File: config.mk
export PLATFORM = sky130hd
export DESIGN_NAME = branch_tag_ctrl_flat
export DESIGN_NICKNAME = d
export VERILOG_FILES = /design/src/rtl/backend_types_pkg.sv /design/src/rtl/brb_itf.sv /design/src/rtl/branch_tag_ctrl_free_tag_finder.sv /design/src/rtl/branch_tag_ctrl.sv /design/src/flat_wrapper.sv
export SDC_FILE = /design/constraint.sdc
export NUM_CORES = 1
export LEC_CHECK = 0
export BUFFER_PORTS_ARGS = -buffer_cell sky130_fd_sc_hd__buf_2
export CAP_MARGIN = 15
export CORE_MARGIN = 3
export CORE_UTILIZATION = 40
export DETAILED_ROUTE_END_ITERATION = 12
export SYNTH_ARGS = -nofsm -noshare
export SYNTH_HDL_FRONTEND = slang
export SYNTH_SLANG_ARGS = --single-unit
export TNS_END_PERCENT = 20
File: constraint.sdc
create_clock -name clk -period 2.2 [get_ports clk]
set_input_delay 0.22 -clock clk [delete_from_list [all_inputs] [get_ports clk]]
set_output_delay 0.22 -clock clk [all_outputs]
set_load 0.03 [all_outputs]
File: src/rtl/backend_types_pkg.sv
// rtl/backend_types_pkg.sv - branch tag types shared by dispatch, the tag controller and execution units
package backend_types;

  localparam int NUM_BRANCH_TAGS = 4;
  localparam int BRANCH_TAG_W    = $clog2(NUM_BRANCH_TAGS);

  typedef logic [BRANCH_TAG_W-1:0]    branch_tag_t;
  typedef logic [NUM_BRANCH_TAGS-1:0] branch_mask_t;

endpackage

File: src/rtl/brb_itf.sv
// rtl/brb_itf.sv - branch resolution broadcast bus from the tag controller to every execution unit
interface brb_itf #(
  parameter int NUM_TAGS = backend_types::NUM_BRANCH_TAGS
);

  logic                        broadcast;
  logic [$clog2(NUM_TAGS)-1:0] tag;
  logic                        clean;
  logic                        kill;

  modport responder (output broadcast, tag, clean, kill);
  modport requester (input  broadcast, tag, clean, kill);

endinterface

File: src/rtl/branch_tag_ctrl_free_tag_finder.sv
// rtl/branch_tag_ctrl_free_tag_finder.sv - lowest-set-bit priority encoder over the free-tag vector
module free_tag_finder #(
  parameter int N = 4
) (
  input  logic [N-1:0]         free,
  output logic [$clog2(N)-1:0] tag,
  output logic                 found
);

  localparam int W = $clog2(N);

  // Scan high to low so the last hit, the lowest index, wins.
  always_comb begin
    tag   = '0;
    found = 1'b0;
    for (int i = N - 1; i >= 0; i--) begin
      if (free[i]) begin
        tag   = i[W-1:0];
        found = 1'b1;
      end
    end
  end

endmodule

File: src/rtl/branch_tag_ctrl.sv
// rtl/branch_tag_ctrl.sv - allocates branch tags, tracks their dependencies and broadcasts resolutions
module branch_tag_ctrl
  import backend_types::*;
#(
  parameter int NUM_TAGS = NUM_BRANCH_TAGS
) (
  input  logic                        clk,
  input  logic                        rst,
  input  logic                        alloc_req,
  output logic                        alloc_ready,
  output logic [$clog2(NUM_TAGS)-1:0] alloc_tag,
  output logic [NUM_TAGS-1:0]         cur_mask,
  input  logic                        res_valid,
  output logic                        res_ready,
  input  logic [$clog2(NUM_TAGS)-1:0] res_tag,
  input  logic                        res_taken,
  input  logic                        res_pred,
  brb_itf.responder                   brif
);

  localparam int TW = $clog2(NUM_TAGS);

  logic [NUM_TAGS-1:0] valid_q;
  logic [NUM_TAGS-1:0] dep_q [NUM_TAGS];
  logic                bc_q;
  logic                bc_clean_q;
  logic [TW-1:0]       bc_tag_q;

  logic                found;
  logic [TW-1:0]       free_tag;
  logic                bc_kill;
  logic                bc_clean;
  logic [NUM_TAGS-1:0] free_mask;
  logic [NUM_TAGS-1:0] clean_bit;
  logic [NUM_TAGS-1:0] alloc_bit;
  logic                alloc_fire;
  logic                res_accept;

  free_tag_finder #(.N(NUM_TAGS)) u_finder (
    .free  (~valid_q),
    .tag   (free_tag),
    .found (found)
  );

  always_comb begin
    bc_kill   = bc_q & ~bc_clean_q;
    bc_clean  = bc_q & bc_clean_q;
    free_mask = '0;
    clean_bit = '0;
    alloc_bit = '0;
    if (bc_q) begin
      free_mask[bc_tag_q] = 1'b1;
    end
    if (bc_clean) begin
      clean_bit[bc_tag_q] = 1'b1;
    end
    // A kill also squashes every tag allocated while the mispredicted one was live.
    if (bc_kill) begin
      for (int u = 0; u < NUM_TAGS; u++) begin
        if (dep_q[u][bc_tag_q]) begin
          free_mask[u] = 1'b1;
        end
      end
    end
    alloc_ready = found & ~bc_kill;
    alloc_fire  = alloc_req & alloc_ready;
    if (alloc_fire) begin
      alloc_bit[free_tag] = 1'b1;
    end
    res_ready  = rst;
    // Resolutions for tags being retired or squashed this cycle are stale.
    res_accept = res_valid & rst & valid_q[res_tag] & ~free_mask[res_tag];
  end

  always_ff @(posedge clk) begin
    if (!rst) begin
      valid_q    <= '0;
      bc_q       <= 1'b0;
      bc_clean_q <= 1'b0;
      bc_tag_q   <= '0;
      for (int u = 0; u < NUM_TAGS; u++) begin
        dep_q[u] <= '0;
      end
    end else begin
      valid_q <= (valid_q & ~free_mask) | alloc_bit;
      for (int u = 0; u < NUM_TAGS; u++) begin
        dep_q[u] <= dep_q[u] & ~clean_bit;
      end
      if (alloc_fire) begin
        dep_q[free_tag] <= valid_q & ~clean_bit;
      end
      bc_q       <= res_accept;
      bc_tag_q   <= res_tag;
      bc_clean_q <= (res_taken == res_pred);
    end
  end

  assign alloc_tag      = free_tag;
  assign cur_mask       = valid_q;
  assign brif.broadcast = bc_q;
  assign brif.tag       = bc_tag_q;
  assign brif.clean     = bc_clean;
  assign brif.kill      = bc_kill;

endmodule

File: src/flat_wrapper.sv
// flat-port wrapper written by rule: the top's interface ports become plain ports
module branch_tag_ctrl_flat import backend_types::*;
#(
  parameter int NUM_TAGS = NUM_BRANCH_TAGS
)
  (clk, rst, alloc_req, alloc_ready, alloc_tag, cur_mask, res_valid, res_ready, res_tag, res_taken, res_pred, brif_broadcast, brif_tag, brif_clean, brif_kill);
  brb_itf #(.NUM_TAGS(NUM_TAGS)) brif_i ();
  input  logic clk;
  input  logic rst;
  input  logic alloc_req;
  output logic alloc_ready;
  output logic [$clog2(NUM_TAGS)-1:0] alloc_tag;
  output logic [NUM_TAGS-1:0] cur_mask;
  input  logic res_valid;
  output logic res_ready;
  input  logic [$clog2(NUM_TAGS)-1:0] res_tag;
  input  logic res_taken;
  input  logic res_pred;
  output wire logic [$bits(brif_i.broadcast)-1:0] brif_broadcast;
  output wire logic [$bits(brif_i.tag)-1:0] brif_tag;
  output wire logic [$bits(brif_i.clean)-1:0] brif_clean;
  output wire logic [$bits(brif_i.kill)-1:0] brif_kill;
  assign brif_broadcast = brif_i.broadcast;
  assign brif_tag = brif_i.tag;
  assign brif_clean = brif_i.clean;
  assign brif_kill = brif_i.kill;
  branch_tag_ctrl #(.NUM_TAGS(NUM_TAGS)) u_core (.clk(clk), .rst(rst), .alloc_req(alloc_req), .alloc_ready(alloc_ready), .alloc_tag(alloc_tag), .cur_mask(cur_mask), .res_valid(res_valid), .res_ready(res_ready), .res_tag(res_tag), .res_taken(res_taken), .res_pred(res_pred), .brif(brif_i));
endmodule
==> results, run 1 <==
- The flow ran to the end, and the final reports show no timing, DRC or antenna violations.
- Summed over all nets, the switching power comes to between 0.15 and 0.2 mW.
- The cell type of the slowest stage on the worst timing path is dfxtp_1.
- Synthesis produced a netlist with a net count of about 130.
- The number of buffers inserted during clock tree synthesis is 3.
- Summing over every cut layer, the via total after detailed routing is 857.
- Summing every instance area after synthesis gives around 990 µm².
- The number of distinct library cell variants in the gate-level netlist after synthesis is 36.
- The DRC violations left is 0.
- The maximum root-to-sink buffer count is 2.
- The synthesized-area fraction occupied by and/or/nand/nor cells is 0.239.
- In this run, the number of DRC markers left after iteration 0 of detailed routing was 17.
- The path class of the tightest hold or removal check is in2reg.
- Internal power comes to about 0.51 mW.
- The row count is 17.
- The routing layer with the top usage in global route is met2.
- The setup slack of the critical path after layout is 497 ps.
- Summing all non-filler instances in the final layout gives an area of approximately 0.0011 mm².
- In the global route stage, met2 resource usage came out at 0.257.
- VDD sags by at most between 0.3 and 0.4 mV.
- The sequential share of the synthesized area is 0.405.
- The path depth of the worst reg2reg path is 5.
- The area fraction in compound gates after synthesis is 0.196.
- Input and output buffers added on the ports amount to 20.
- The number of standard cells after synthesis is roughly 120.
- The number of global-route vias before repair is 841.
- In the global route stage, overall resource usage came out at 0.152.
- The area share of xor/xnor cells in the synthesized design is 0.00886.
- The most instantiated flip-flop cell in the synthesis netlist is dfxtp_1.
- For this run, global-route usage on met3 was measured as 0.0534.
- STA classifies the critical path startpoint as a flop.
- The total leakage power is 0.501 nW.
- The worst hold margin is 175 ps.
- The top fanout value on the critical path is 9.
- The number of inserted filler cells in the final layout is about 240.
- The post-layout instance count excluding filler cells is between 150 and 200.
- For this configuration, the core starts out at a cell density of 0.434.
- The share of total power dissipated in the clock network is 0.304.
- The average vias per placed instance is approximately 5.2.
- The number of warnings issued by yosys is 0.
- The highest cell delay on the worst timing path is 510 ps.
- The mean area per synthesized cell is 8.31 µm².
- The final routed wire length divided by cell count is around 14 µm.
- The post-route clock period utilization is 0.774.
- The largest net degree at the start of global routing is 21.
- Data on the critical path is required at its endpoint by about 2000 ps.
- The end of the worst register-to-register path is u_core.brif.broadcast.
- The share of total power dissipated in sequential elements is 0.569.
- After clock tree synthesis, the clock-pin slew on the worst setup and hold paths is between 100 and 150 ps.
- The area growth from synthesis to layout is 13.3%.
- 21 I/O pins were placed.
- The sequential cell area is between 400 and 500 µm².
- The number of flops mapped to enable cells by yosys is 0.
- The pre-antenna-repair detailed-routing pass consisted of 4 iterations.
- The number of gates resized after CTS is 0.
- The cell area after placement is ~0.0011 mm².
- In this run the clock root is driven by a clkbuf_4.
- The setup path with the least slack is of type reg2out.
- At the end of the flow the core is filled with cells to 0.492.
- From left edge to right edge, the die measures 55.7 µm.
- Of the total power, the share spent switching nets is 0.263.
- The number of cells on the worst hold path is 2.
- After synthesis, the share of flip-flops with an asynchronous set or reset is 0.
- Setup repair after global routing left no endpoint under its margin.
- The number of setup buffers added after CTS is 0.
- In this run the number of H-tree levels came out at 1.
- The critical path arrival is 1480 ps.
- At the end of routability-driven placement, the weighted congestion stood at between 0.8 and 0.9.
- The first-pass GRT wire length is 3.79 mm.
- The count of endpoints failing hold in the final timing report was 0.
- The later pin in the worst-skew pair is clocked with a latency of around 300 ps.
- Once detailed placement completed, the half-perimeter wirelength came to between 1.5 and 2 mm.
- After detailed routing, the total wire length is about 2.2 mm.
- In this run the remaining antenna-violating nets after routing total 0.
- The startpoint of the worst register-to-register path is u_core.brif.tag[1].
- The core box area is 0.00228 mm².
- TritonCTS built the clock tree.
- The number of max-cap violations is 0.
- Headroom to the max-slew limit came out at 0.651.
- Timing would allow up to ~600 MHz.
- The worst setup path is captured at an output pin.
- The start point of the worst min-delay path is res_tag[0].
- The total power of the final layout is roughly 0.69 mW.
- The slew at the pin with the worst max-slew slack is 523 ps.
- Measured along the y axis, the die boundary spans approximately 56 µm.
- The worst setup timing slack at the placement stage is ~620 ps.
- Global routing finished with a remaining overflow of 0.
- 0 antenna diodes ended up in the layout.
- The final critical path time including I/O delays and setup is 1700 ps.
- The multiplexer share of the synthesized area is 0.0835.
- The number of pins with negative max-slew slack in the final report came to 0.
- After detailed placement, the design holds a cell count of 160.
- The clock tree skew after final layout is a little over 5 ps.
- Walking the worst path, the cells encountered are nand2b_1 -> inv_1 -> a41oi_1 -> buf_2.
- The setup TNS is 0 ps.
- The number of setup violations in the final report is 0.
- The number of buffers added to fix hold violations after cts is 0.
- The area of the multi-input gates is around 520 µm².
- The met1 track demand over resource in global routing is 0.191.
- The final layout contains between 100 and 150 nets.
- The initial antenna violation count is 0.
- Dividing total power by cell area gives a power density of around 620 mW/mm².
- The register-to-register setup slack is about 550 ps.
- The floorplan step defined a die boundary enclosing roughly 0.0031 mm².
- After synthesis the netlist holds a flip-flop and latch count of 20.
- Of the total synthesized cell area, the portion taken by full adders, half adders and majority gates is 0.
- The portion of total power attributed to combinational logic is 0.127.
- After synthesis, the largest family of logic cells by area is simple AND/OR/NAND/NOR gates.
- The end of the worst hold path is u_core.brif.tag[0].
- The CTS sink count is 20.
- The layout cell share with drive strength beyond 1 is 0.206.
==> cells by family after synthesis <==
| family | Yosys count |
|---|---|
| AND/OR/NAND/NOR | 47 |
| AO/OA/AOI/OAI | 30 |
| flip-flops | 20 |
| buffers and inverters | 14 |
| multiplexers | 7 |
| XOR/XNOR | 1 |
==> sequential cells by signal, indices dropped and copies added (netlist names) <==
| name | count |
|---|---|
| u_core.dep_q | 12 |
| u_core.brif.broadcast | 1 |
| u_core.brif.tag | 2 |
| u_core.cur_mask | 4 |
| u_core.bc_clean_q | 1 |
==> synthesized netlist by cell type (2+ instances only) <==
library cell / n / area (µm²)
nor3_1: 2 / 10.0
o21ai_0: 2 / 10.0
dfxtp_1: 20 / 400
and3_1: 2 / 12.5
nor2_2: 2 / 12.5
a21oi_1: 12 / 60.1
nand3_1: 3 / 15.0
inv_1: 7 / 26.3
buf_2: 2 / 10.0
clkbuf_1: 3 / 11.3
mux2i_1: 6 / 60.1
a21boi_0: 4 / 30.0
nand2_1: 15 / 56.3
and2_1: 3 / 18.8
o22ai_1: 3 / 18.8
or2_1: 2 / 12.5
nor2_1: 8 / 30.0
nand2b_1: 5 / 31.3
==> critical path: cells and delay by family (launching register included) <==
kind,cells,cell delay [ps]
buf+inv,2,290
simple gates,1,230
compound gates,1,150
flops,1,510
==> worst max-delay path by stage <==
stage                                   from               endpoint  slack, ps
after floorplan           u_core.cur_mask[2]           alloc_tag[0]        410
after global placement    u_core.brif.tag[1]  u_core.brif.broadcast        690
after detailed placement  u_core.brif.tag[1]  u_core.brif.broadcast        620
after CTS                  u_core.bc_clean_q            alloc_ready        500
after global routing       u_core.bc_clean_q            alloc_ready        400
final                      u_core.bc_clean_q            alloc_ready        500
==> routing by layer <==
metal | wire (µm) | vias to the layer above
li1 | - | 445
met1 | 1080 | 391
met2 | 1030 | 19
met3 | 118 | 2
met4 | 6 | 0
met5 | 0 | -
==> power groups by stage <==
stage	Combinational, mW	Sequential, mW	Clock [mW]
after floorplan	0.0635	0.400	0
after global placement	0.0874	0.400	0
after detailed placement	0.0882	0.400	0
after CTS	0.0885	0.392	0.221
after global routing	0.0961	0.395	0.231
final	0.0877	0.392	0.210
==> layout make-up <==
| class | count | share of cell area |
|---|---|---|
| repair buffers | 20 | 0.0894 |
| clock buffers | 4 | 0.0324 |
| flip-flops and latches | 20 | 0.358 |
| well taps | 28 | 0.0313 |
| inverters | 7 | 0.0235 |
| multi-input cells | 85 | 0.466 |
==> cells in the final DEF, fill, tap and decap left out, drive strengths merged, types with 2 or more instances in the layout <==
master and n:
buf 20, dfxtp 20, nand2 15, a21oi 12
nor2 10, inv 7, mux2i 6, nand2b 5
a21boi 5, clkbuf 4, nand3 3, o22ai 3
and2 3, o21ai 2, nor3 2, and3 2
or2 2
(Power assumes the default switching activity.)
==> run 2: changes to the inputs <==
ABC_AREA = 1   (was unset)
clock period = 1.53 ns   (was 2.2 ns; I/O delays follow)
==> run 2 against run 1 <==
Net effect:
- clock power increased by 49%
- non-clock buffer count increased by 2
- combinational power increased by 120%
- first-iteration DRC count increased to 5.4 times the previous value
- die area increased by 10%
- design area increased by 14%
- via count increased by 29%
- cell count increased by 32%
- flip-flop and latch count unchanged
- critical path type unchanged
==> results, run 2 <==
- The flow ran to the end, and the final reports show no timing, DRC or antenna violations.
- The row count is 18 (+1).
- The net switching power figure came to 0.329 mW (+81%).
- The number of nets produced by synthesis was 175 (+38%).
- The core box area was 0.00254 mm² (+12%).
- The worst voltage drop across the vdd grid is 0.510 mV (+42%).
- The number of standard cells after synthesis is 167 (+40%).
- The total length of routed wires is 2.83 mm (+27%).
- The sequential power share came to 0.529 (-0.040).
- The critical setup path kind is reg2out.
- The number of flip-flops in the largest register came to 12 (unchanged).
- The required time reported for the critical path endpoint is 1380 ps (-600 ps).
- The library cell occupying the most area in the post-synthesis netlist is dfxtp_1.
- The multiplexer share of the synthesized area came to 0 (-0.0835).
- The worst register-to-register path ends at u_core.dep_q[2][1].
- The number of global-route vias before repair was 1038 (+23%).
- TritonCTS built the clock tree.
- The fraction of the mapped netlist area in adder cells is 0 (unchanged).
- The clock tree skew after final layout is 3.53 ps (-1.53 ps).
- The CTS sink count came to 20 (unchanged).
- The first-pass GRT wire length is 4.81 mm (+27%).
- The layout-stage area growth over the synthesis result is 15.3%.
- The number of top-level design ports is 21 (unchanged).
- The post-synthesis instance area is 0.00110 mm² (+12%).
- The area fraction in compound gates after synthesis was 0.0839 (-0.112).
- The number of setup violations in the final report is 0 (unchanged).
- The path depth of the worst reg2reg path is 9 (+4).
- The overall global routing resource usage came to 0.188 (+0.0358).
- The average vias per placed instance is 5.13 (-1.9%).
- The synthesized-area fraction occupied by and/or/nand/nor cells is 0.414 (+0.175).
- The worst hold margin is 82.9 ps (-92.0 ps).
- The largest family of logic cells by synthesized area is simple AND/OR/NAND/NOR gates.
- The part of the power in the clock network is 0.292 (-0.012).
- The kind of start point of the critical path is a flop.
- The commonest cells after synthesis are nand2_1, nand3_1, inv_1, dfxtp_1, nor2_1.
- The root buffer cell chosen for the clock tree is clkbuf_4.
- The design internal power was 0.743 mW (+46%).
- The number of buffers added on ports is 20 (unchanged).
- The largest net degree at the start of global routing is 18 (-14%).
- The post-synthesis register bit count is 20 (unchanged).
- In this run the worst hold path is classified as in2reg.
- The first-iteration detailed-routing DRC count came to 91 (+74).
- The area share of xor/xnor cells in the synthesized design is 0.00794 (-0.000924).
- The register-to-register setup slack came to 170 ps (-380 ps).
- The worst setup path is captured at an output pin.
- The clock-pin slew of the registers on the worst-case setup and hold paths is 110 ps (about the same).
- u_core.dep_q holds more flip-flops than any other register.
- The top fanout value on the critical path is 5 (-4).
- The start point of the worst min-delay path is res_tag[1].
- The number of max-cap violations is 0 (unchanged).
- The most instantiated flip-flop cell in the synthesis netlist is dfxtp_1.
- The chip width is 58.5 µm (+5.1%).
- The final net count was 195 (+34%).
- The leading cell type in the layout, fill and taps excluded is nand2_1.
- The portion of total power attributed to combinational logic came to 0.179 (+0.052).
- The height of the chip came to 58.5 µm (+5.1%).
- The number of buffers inserted during clock tree synthesis came to 3 (unchanged).
- The post-DP HPWL is 2.17 mm (+29%).
- In the layout the commonest cells are nand2_1, nand3_1, inv_1, buf_2, dfxtp_1.
- The total congestion overflow is 0 (unchanged).
- The mean area per synthesized cell is 6.61 µm² (-20%).
- The critical path arrival is 1250 ps (-230 ps).
- The switching portion of total power came to 0.307 (+0.0437).
- The async set or reset register ratio after synthesis is 0 (unchanged).
- The initial antenna violation count is 0 (unchanged).
- Setup repair after global routing could not meet its margin everywhere.
- The number of distinct library cell variants in the gate-level netlist after synthesis is 23 (-36%).
- The count of endpoints failing hold in the final timing report is 0 (unchanged).
- The DRC violations left is 0 (unchanged).
- The number of warnings issued by yosys came to 0 (unchanged).
- The vias after detailed routing is 1107 (+29%).
- The starting density of the core is 0.434 (-0.000676).
- The number of pins with negative max-slew slack in the final report came to 0 (unchanged).
- The diode insertion count for antenna repair is 0 (unchanged).
- The layout cell share with drive strength beyond 1 is 0.258 (+0.0522).
- The end of the worst hold path is u_core.brif.tag[1].
- The post-route antenna net violation count is 0 (unchanged).
- The number of search-and-repair iterations in the first detailed-routing pass is 5 (+1).
- The worst slew margin relative to its limit was 0.753 (+0.102).
- nand2_1 is the most common cell in the netlist.
- The highest attainable clock frequency is 711 MHz.
- The number of flops mapped to enable cells by yosys is 0 (unchanged).
- The number of cells on the worst hold path is 3 (+1).
- The fraction of synthesized cell area taken by the top area cell type was 0.363 (-0.0423).
- The sequential share of the synthesized area is 0.363 (-0.0423).
- The startpoint of the worst register-to-register path is u_core.cur_mask[3].
- The power density over cell area is 842 mW/mm² (+37%).
- The slew at the pin with the worst max-slew slack is 370 ps (-153 ps).
- The number of levels in the clock H-tree came to 1 (unchanged).
- The maximum root-to-sink buffer count is 2 (unchanged).
- The clock latency at the later pin of the worst-skew pair is 310 ps (about the same).
- The weighted congestion at the end of routability-driven global placement is 0.905 (+12%).
- Dividing the final minimum period by the clock period gives 0.919.
- After synthesis, the cell types taking the most area are dfxtp_1, nand2_1, nand3_1.
- The setup TNS came to 0 ps (unchanged).
- The final routed wire length divided by cell count is 13.1 µm (-3.9%).
- The final critical path time including I/O delays and setup is 1410 ps.
- The total leakage power is 0.622 nW (+24%).
- The area enclosed by the die boundary is 0.00343 mm² (+10%).
[run 2: changes by cell type after synthesis, moves of 3 or more]
| cell | before | now |
|---|---|---|
| a21oi_1 | 12 | 5 |
| inv_2 | 0 | 4 |
| o22ai_1 | 3 | 0 |
| and2_1 | 3 | 0 |
| nand3_1 | 3 | 27 |
| inv_1 | 7 | 24 |
| nand3_2 | 0 | 4 |
| nor2_1 | 8 | 15 |
| nand2_1 | 15 | 39 |
| nand2b_1 | 5 | 0 |
| nand4_1 | 0 | 5 |
| a21boi_0 | 4 | 0 |
| mux2i_1 | 6 | 0 |
[run 2: power groups by stage]
stage	sequential [mW]	clock, mW	combinational [mW]
after floorplan	0.589	0	0.120
after global placement	0.578	0	0.185
after detailed placement	0.579	0	0.187
after CTS	0.567	0.314	0.188
after global routing	0.570	0.345	0.213
final	0.567	0.313	0.192
[run 2: stage by stage]
step | area, µm² | instances | setup slack [ps] | utilization | total power, mW
final | 1270 | 216 | 124 | 0.500 | 1.07
after global routing | 1270 | 216 | -6.50 | 0.500 | 1.13
after CTS | 1260 | 215 | 62.5 | 0.496 | 1.07
after detailed placement | 1220 | 211 | 93.5 | 0.481 | 0.766
after global placement | 1220 | 211 | 108 | 0.481 | 0.763
after floorplan | 1120 | 167 | 3.35 | - | 0.710
[run 2: timing repair]
item,in CTS,in global routing
buffers inserted,0,1
endpoints found under the setup margin,0,9
resized for setup,0,2
hold buffers,0,0
[run 2: per-layer routing]
metal | wire length [µm] | vias to the layer above | track usage
met3 | 170 | 7 | 0.0219
met1 | 1300 | 493 | 0.249
met2 | 1290 | 38 | 0.298
met4 | 71 | 0 | 0.0993
li1 | - | 569 | -
met5 | 0 | - | 0
[run 2: layout make-up]
type	count	area, µm²
Tap cell	30	37.5
Clock buffer	4	36.3
Sequential cell	20	405
Fill cell	264	1270
Timing Repair Buffer	22	115
Multi-Input combinational cell	112	573
Inverter	28	105
[run 2: cell families (layout without fill, tap and decap cells)]
| logic type | after synthesis | after routing |
|---|---|---|
| buf+inv | 35 | 54 |
| compound gates | 15 | 15 |
| xor+xnor | 1 | 1 |
| flops | 20 | 20 |
| simple gates | 96 | 96 |
[run 2: worst max-delay path: stages, from the launching register on]
cell and delay [ps]:
dfxtp_1 360, inv_1 110, nand2_1 90, a21oi_4 160
buf_2 220
[run 2: worst max-delay path by stage]
stage,start,end
2_1_floorplan,u_core.brif.broadcast,u_core.dep_q[3][0]
3_3_place_gp,u_core.cur_mask[3],u_core.dep_q[1][3]
3_5_place_dp,u_core.cur_mask[3],u_core.dep_q[1][0]
4_1_cts,u_core.cur_mask[3],u_core.dep_q[1][0]
5_1_grt,u_core.brif.tag[1],u_core.brif.broadcast
6_report,u_core.cur_mask[3],alloc_tag[0]
